--- config.mk ---
export PLATFORM = sky130hd
export DESIGN_NAME = msi_bus_initiator
export DESIGN_NICKNAME = d
export VERILOG_FILES = /design/src/rtl/msi_bus_initiator_pkg.sv /design/src/rtl/msi_block_word_counter.sv /design/src/rtl/msi_bus_initiator.sv
export SDC_FILE = /design/constraint.sdc
export NUM_CORES = 1
export LEC_CHECK = 0
export CELL_PAD_IN_SITES_DETAIL_PLACEMENT = 1
export CELL_PAD_IN_SITES_GLOBAL_PLACEMENT = 2
export CORE_MARGIN = 8
export CORE_UTILIZATION = 34
export CTS_CLUSTER_DIAMETER = 150
export DETAILED_ROUTE_END_ITERATION = 7
export DONT_BUFFER_PORTS = 1
export GPL_ROUTABILITY_DRIVEN = 0
export HOLD_SLACK_MARGIN = 0.03
export PLACE_DENSITY_LB_ADDON = 0.1
export SETUP_SLACK_MARGIN = 0.4
export SYNTH_ARGS = -nofsm -noshare
export SYNTH_HDL_FRONTEND = slang
export SYNTH_HIERARCHICAL = 1
export SYNTH_SLANG_ARGS = --single-unit
export TNS_END_PERCENT = 1
--- constraint.sdc ---
create_clock -name clock -period 2.74 [get_ports clock]
set_input_delay 0.274 -clock clock [delete_from_list [all_inputs] [get_ports clock]]
set_output_delay 0.274 -clock clock [all_outputs]
set_load 0.01 [all_outputs]
--- src/rtl/msi_bus_initiator_pkg.sv ---
// Shared bus command encoding and the bus initiator's FSM state encoding.
// Two packages: commands is also imported by the snoop-side protocol tables.

package commands;
  typedef enum logic [1:0] {
    NONE               = 2'd0,
    BUS_READ           = 2'd1,
    BUS_READ_EXCLUSIVE = 2'd2,
    BUS_INVALIDATE     = 2'd3
  } command_t;
endpackage

package msi_bus_initiator_states;
  typedef enum logic [2:0] {
    IDLE       = 3'd0,
    ARBITRATE  = 3'd1,
    WRITE_BACK = 3'd2,
    FETCH      = 3'd3,
    INVALIDATE = 3'd4,
    DONE       = 3'd5
  } state_t;
endpackage

--- src/rtl/msi_block_word_counter.sv ---
// Word counter across one cache line; wraps to 0 only after the last word.

module msi_block_word_counter #(
  parameter  int BLOCK_WORDS = 4,
  localparam int WIDTH       = $clog2(BLOCK_WORDS)
) (
  input  logic             clock,
  input  logic             reset,
  input  logic             enable,
  input  logic             clear,
  output logic [WIDTH-1:0] count,
  output logic             last
);

  assign last = (count == WIDTH'(BLOCK_WORDS - 1));

  // NOTE: non-blocking assignments so every register samples pre-edge values.
  always_ff @(posedge clock) begin
    if (!reset || clear) begin
      count <= '0;
    end else if (enable) begin
      count <= last ? '0 : count + WIDTH'(1);
    end
  end

endmodule

--- src/rtl/msi_bus_initiator.sv ---
// Bus-side initiator of the MSI snoopy cache: arbitrate, write back, fetch or invalidate.
// Optional MSI_BUS_INITIATOR_STATS_EN adds saturating per-kind transaction counters.

module msi_bus_initiator
  import commands::*;
  import msi_bus_initiator_states::*;
#(
  parameter  int ADDRESS_WIDTH = 32,
  parameter  int DATA_WIDTH    = 32,
  parameter  int BLOCK_WORDS   = 4,
  localparam int INDEX_WIDTH   = $clog2(BLOCK_WORDS)
) (
  input  logic                     clock,
  input  logic                     reset,
  input  logic                     missValid,
  input  logic [ADDRESS_WIDTH-1:0] missAddress,
  input  logic                     writeBackRequired,
  input  logic [ADDRESS_WIDTH-1:0] writeBackAddress,
  input  logic                     invalidateRequired,
  input  logic                     readExclusiveRequired,
  output logic                     done,
  output logic [INDEX_WIDTH-1:0]   cacheWordIndex,
  input  logic [DATA_WIDTH-1:0]    cacheReadData,
  output logic [DATA_WIDTH-1:0]    cacheWriteData,
  output logic                     cacheWriteEnable,
  output logic                     busRequest,
  input  logic                     busGrant,
  output command_t                 busCommand,
  output logic [ADDRESS_WIDTH-1:0] busAddress,
  output logic                     busRead,
  output logic                     busWrite,
  output logic [DATA_WIDTH-1:0]    busDataOut,
  input  logic [DATA_WIDTH-1:0]    busDataIn,
  input  logic                     busAck
`ifdef MSI_BUS_INITIATOR_STATS_EN
  ,
  output logic [15:0]              fetchCount,
  output logic [15:0]              writeBackCount,
  output logic [15:0]              invalidateCount
`endif
);

  localparam int OFFSET_BITS = $clog2(BLOCK_WORDS * DATA_WIDTH / 8);
  localparam logic [ADDRESS_WIDTH-1:0] OFFSET_MASK =
    ADDRESS_WIDTH'((64'd1 << OFFSET_BITS) - 64'd1);

  state_t                   state;
  logic [ADDRESS_WIDTH-1:0] missAddressQ;
  logic [ADDRESS_WIDTH-1:0] writeBackAddressQ;
  logic                     writeBackQ;
  logic                     invalidateQ;
  logic                     readExclusiveQ;

  logic [INDEX_WIDTH-1:0]   wordCount;
  logic                     wordLast;
  logic                     wordAccepted;

  // A word moves only while we still own the bus; a late ack after grant loss is ignored.
  assign wordAccepted = busGrant && busAck && (state == WRITE_BACK || state == FETCH);

  msi_block_word_counter #(.BLOCK_WORDS(BLOCK_WORDS)) wordCounter (
    .clock  (clock),
    .reset  (reset),
    .enable (wordAccepted),
    .clear  (state == IDLE),
    .count  (wordCount),
    .last   (wordLast)
  );

  always_ff @(posedge clock) begin
    if (!reset) begin
      state             <= IDLE;
      missAddressQ      <= '0;
      writeBackAddressQ <= '0;
      writeBackQ        <= 1'b0;
      invalidateQ       <= 1'b0;
      readExclusiveQ    <= 1'b0;
    end else begin
      case (state)
        IDLE: begin
          if (missValid) begin
            missAddressQ      <= missAddress & ~OFFSET_MASK;
            writeBackAddressQ <= writeBackAddress & ~OFFSET_MASK;
            writeBackQ        <= writeBackRequired;
            invalidateQ       <= invalidateRequired;
            readExclusiveQ    <= readExclusiveRequired;
            state             <= ARBITRATE;
          end
        end
        ARBITRATE: begin
          if (busGrant) begin
            if (invalidateQ)     state <= INVALIDATE;
            else if (writeBackQ) state <= WRITE_BACK;
            else                 state <= FETCH;
          end
        end
        WRITE_BACK: if (wordAccepted && wordLast) state <= FETCH;
        FETCH:      if (wordAccepted && wordLast) state <= DONE;
        INVALIDATE: if (busGrant && busAck)       state <= DONE;
        DONE:       state <= IDLE;
        default:    state <= IDLE;
      endcase
    end
  end

  // NOTE: every output gets a default first, so no path through the case infers a latch.
  always_comb begin
    done             = 1'b0;
    busRequest       = 1'b0;
    busCommand       = NONE;
    busAddress       = '0;
    busRead          = 1'b0;
    busWrite         = 1'b0;
    busDataOut       = '0;
    cacheWordIndex   = '0;
    cacheWriteData   = '0;
    cacheWriteEnable = 1'b0;
    case (state)
      ARBITRATE: busRequest = 1'b1;
      WRITE_BACK: begin
        busRequest     = 1'b1;
        busAddress     = writeBackAddressQ;
        busWrite       = busGrant;
        cacheWordIndex = wordCount;
        busDataOut     = cacheReadData;
      end
      FETCH: begin
        busRequest     = 1'b1;
        busCommand     = readExclusiveQ ? BUS_READ_EXCLUSIVE : BUS_READ;
        busAddress     = missAddressQ;
        busRead        = busGrant;
        cacheWordIndex = wordCount;
        if (busGrant && busAck) begin
          cacheWriteEnable = 1'b1;
          cacheWriteData   = busDataIn;
        end
      end
      INVALIDATE: begin
        busRequest = 1'b1;
        busCommand = BUS_INVALIDATE;
        busAddress = missAddressQ;
      end
      DONE: begin
        busRequest = 1'b1;
        done       = 1'b1;
      end
      default: ;
    endcase
  end

`ifdef MSI_BUS_INITIATOR_STATS_EN
  logic fetchFinished;
  logic writeBackFinished;
  logic invalidateFinished;

  assign fetchFinished      = wordAccepted && wordLast && (state == FETCH);
  assign writeBackFinished  = wordAccepted && wordLast && (state == WRITE_BACK);
  assign invalidateFinished = busGrant && busAck && (state == INVALIDATE);

  always_ff @(posedge clock) begin
    if (!reset) begin
      fetchCount      <= '0;
      writeBackCount  <= '0;
      invalidateCount <= '0;
    end else begin
      if (fetchFinished && fetchCount != 16'hFFFF)
        fetchCount <= fetchCount + 16'd1;
      if (writeBackFinished && writeBackCount != 16'hFFFF)
        writeBackCount <= writeBackCount + 16'd1;
      if (invalidateFinished && invalidateCount != 16'hFFFF)
        invalidateCount <= invalidateCount + 16'd1;
    end
  end
`endif

endmodule
==> run summary <==
status -> finished clean
Sink Count -> 64
CTS Hold Buffers Added -> 0
Global Route Usage Sum -> 16.0%
ratio of cells with drive above 1 in the final layout -> 8.21%
total CTS buffers -> 9
HPWL Detailed -> 8220 um
Yosys cell types -> 34
nets -> 546
sequential area share after synthesis -> 38.7%
WL final -> 11200 um
Initial DRC Count -> 75
clock root cell -> clkbuf_8
Sw Share -> 37.8%
Final setup viols -> 0
Internal Power -> 1960 uW
DP Cell Count -> 531
drt pass-1 iters -> 4
Final Skew -> 7.38 ps
Final Non-Filler Cells -> 548
final instance area -> 3630 um2
vias per cell -> 5.21
setup tns final -> 0 ps
placed instance area -> 3400 um2
Clk Latency, worst-skew pair -> 340 ps
RSZ-0062 raised after global routing -> false
Placeable Area -> 9590 um2
Post-synth EDFFs -> 0
Place WS -> 853 ps
largest net degree at the start of global routing -> 64
clock buffer depth -> 2
Initial Utilization -> 34.5%
Synth Area per Inst -> 7.84 um2
Crit Path Max Fanout -> 17
top_reg_cell synth -> dfxtp_1
relative slew slack -> 64.0%
Post-Syn Instances -> 422
Period Utilization, post-route -> 77.5%
Setup CP Type -> reg2out
switching power -> 1190 uW
Max VDD drop -> 0.271 mV
IO Port Bufs -> 0
Design Power -> 3160 uW
final worst path period need -> 2120 ps
Clock power frac -> 29.7%
Critical Path Source Type -> flip-flop
worst path required time -> 2470 ps
synthesized cell area -> 3310 um2
commonest non-fill, non-tap cell in the layout -> nand2_1
average routed wire per standard cell -> 20.5 um
worst-margin pin slew -> 539 ps
die area -> 13100 um2
Final ANT Viol Nets -> 0
Hold Vio Cnt, Final -> 0
combinational share of power -> 31.1%
Post-CTS Setup Bufs -> 0
Flop pwr share -> 39.2%
H-tree levels -> 3
Layout Area Growth over Synthesis -> 9.72%
CTS resizes -> 0
Max-cap violations -> 0
worst min path class -> in2reg
max-slew violation count -> 0
CTS tree -> yes
routed via count -> 2856
DRC -> 0
remaining global-route overflow -> 0
PD cells -> 869 nW/um2
Worst Slack Setup Final -> 617 ps
Yosys reg bits -> 64
io pins -> 241
vias in the first global route -> 2979
Cell Rows -> 36
Die X -> 115 um
initial antenna violation count -> 1
global-route wire length before repair -> 16600 um
ys async rst share -> 0%
die height -> 115 um
CP endpoint kind -> output pin
Fmax achieved -> 0.471 GHz
Ys Warns -> 6
leading cell types in the layout, fill and taps excluded -> nand2_1 (123), dfxtp_1 (63), a21boi_0 (55)
leakage -> 0.00149 uW
Critical Path AT -> 1850 ps
Worst-path clk slew -> 80 ps
==> synthesized netlist by cell type, drive strengths merged (3+ instances only) <==
| cell type | instances | area share (%) |
|---|---|---|
| a21boi | 59 | 13 |
| clkbuf | 20 | 2.3 |
| nand2b | 3 | 0.57 |
| nor2 | 10 | 1.2 |
| and2 | 34 | 6.4 |
| nand2 | 123 | 14 |
| a22o | 28 | 7.4 |
| buf | 19 | 3.4 |
| dfxtp | 64 | 39 |
| a21oi | 4 | 0.72 |
| and3 | 34 | 6.4 |
==> power by group through the flow <==
stage / registers [uW] / clock network [uW] / logic [uW]
finish: 1240 / 937 / 981
global route: 1270 / 1010 / 1120
CTS: 1240 / 973 / 1010
detailed placement: 1260 / 0 / 1000
global placement: 1250 / 0 / 978
floorplan: 1190 / 0 / 823
==> path summary, 6_finish.rpt <==
check | start | cells past startpoint | to | slack (ps)
setup / recovery | state[0] | 5 | busAddress[31] | 620
hold / removal | missAddress[17] | 2 | missAddressQ[17] | 60
setup reg to reg | state[0] | 4 | state[2] | 920
hold reg to reg | missAddressQ[17] | 2 | missAddressQ[17] | 460
==> layer usage <==
layer	track usage, %	wire, um	part of all wire (%)	vias up
li1	-	-	-	1390
met1	17.9	4550	40	1340
met2	26.2	5410	48	116
met3	6.96	1170	10	10
met4	5.94	111	0.99	0
met5	0	0	0	-
==> stage by stage <==
step,utilization (%),hold WS (ps)
2_1_floorplan,-,409
3_3_place_gp,35.4,405
3_5_place_dp,35.4,408
4_1_cts,37.8,42.5
5_1_grt,37.8,47.9
6_report,37.8,57.2
==> cell families after synthesis <==
group	synth area share [%]
and+or+nand+nor	30.8
AOI/OAI and AO/OA	23.9
DFF	38.7
buffers and inverters	5.78
muxes	0.302
adders and majority gates	0.378
other	0.113
==> final cells by class <==
cell class	count	area, um2
Sequential cell	64	1280
Tap cell	133	166
Multi-Input combinational cell	321	1860
Clock inverter	6	91.3
Timing Repair Buffer	12	90.1
Inverter	1	3.75
Antenna cell	1	2.50
Clock buffer	10	138
Fill cell	1171	5960
==> registers in the layout, summed over array words and instances, names as in the netlist <==
signal and flops:
state 3, writeBackQ 1, wordCounter/count 2, invalidateQ 1
missAddressQ 28, readExclusiveQ 1, writeBackAddressQ 28
==> worst max-delay path, cell delays in order (launching register included) <==
cell     delay [ps]
dfxtp_1         630
nor2_1          110
nand2_1         180
nand2_1         100
buf_4           220
a22o_1          260
(Power assumes the default switching activity.)
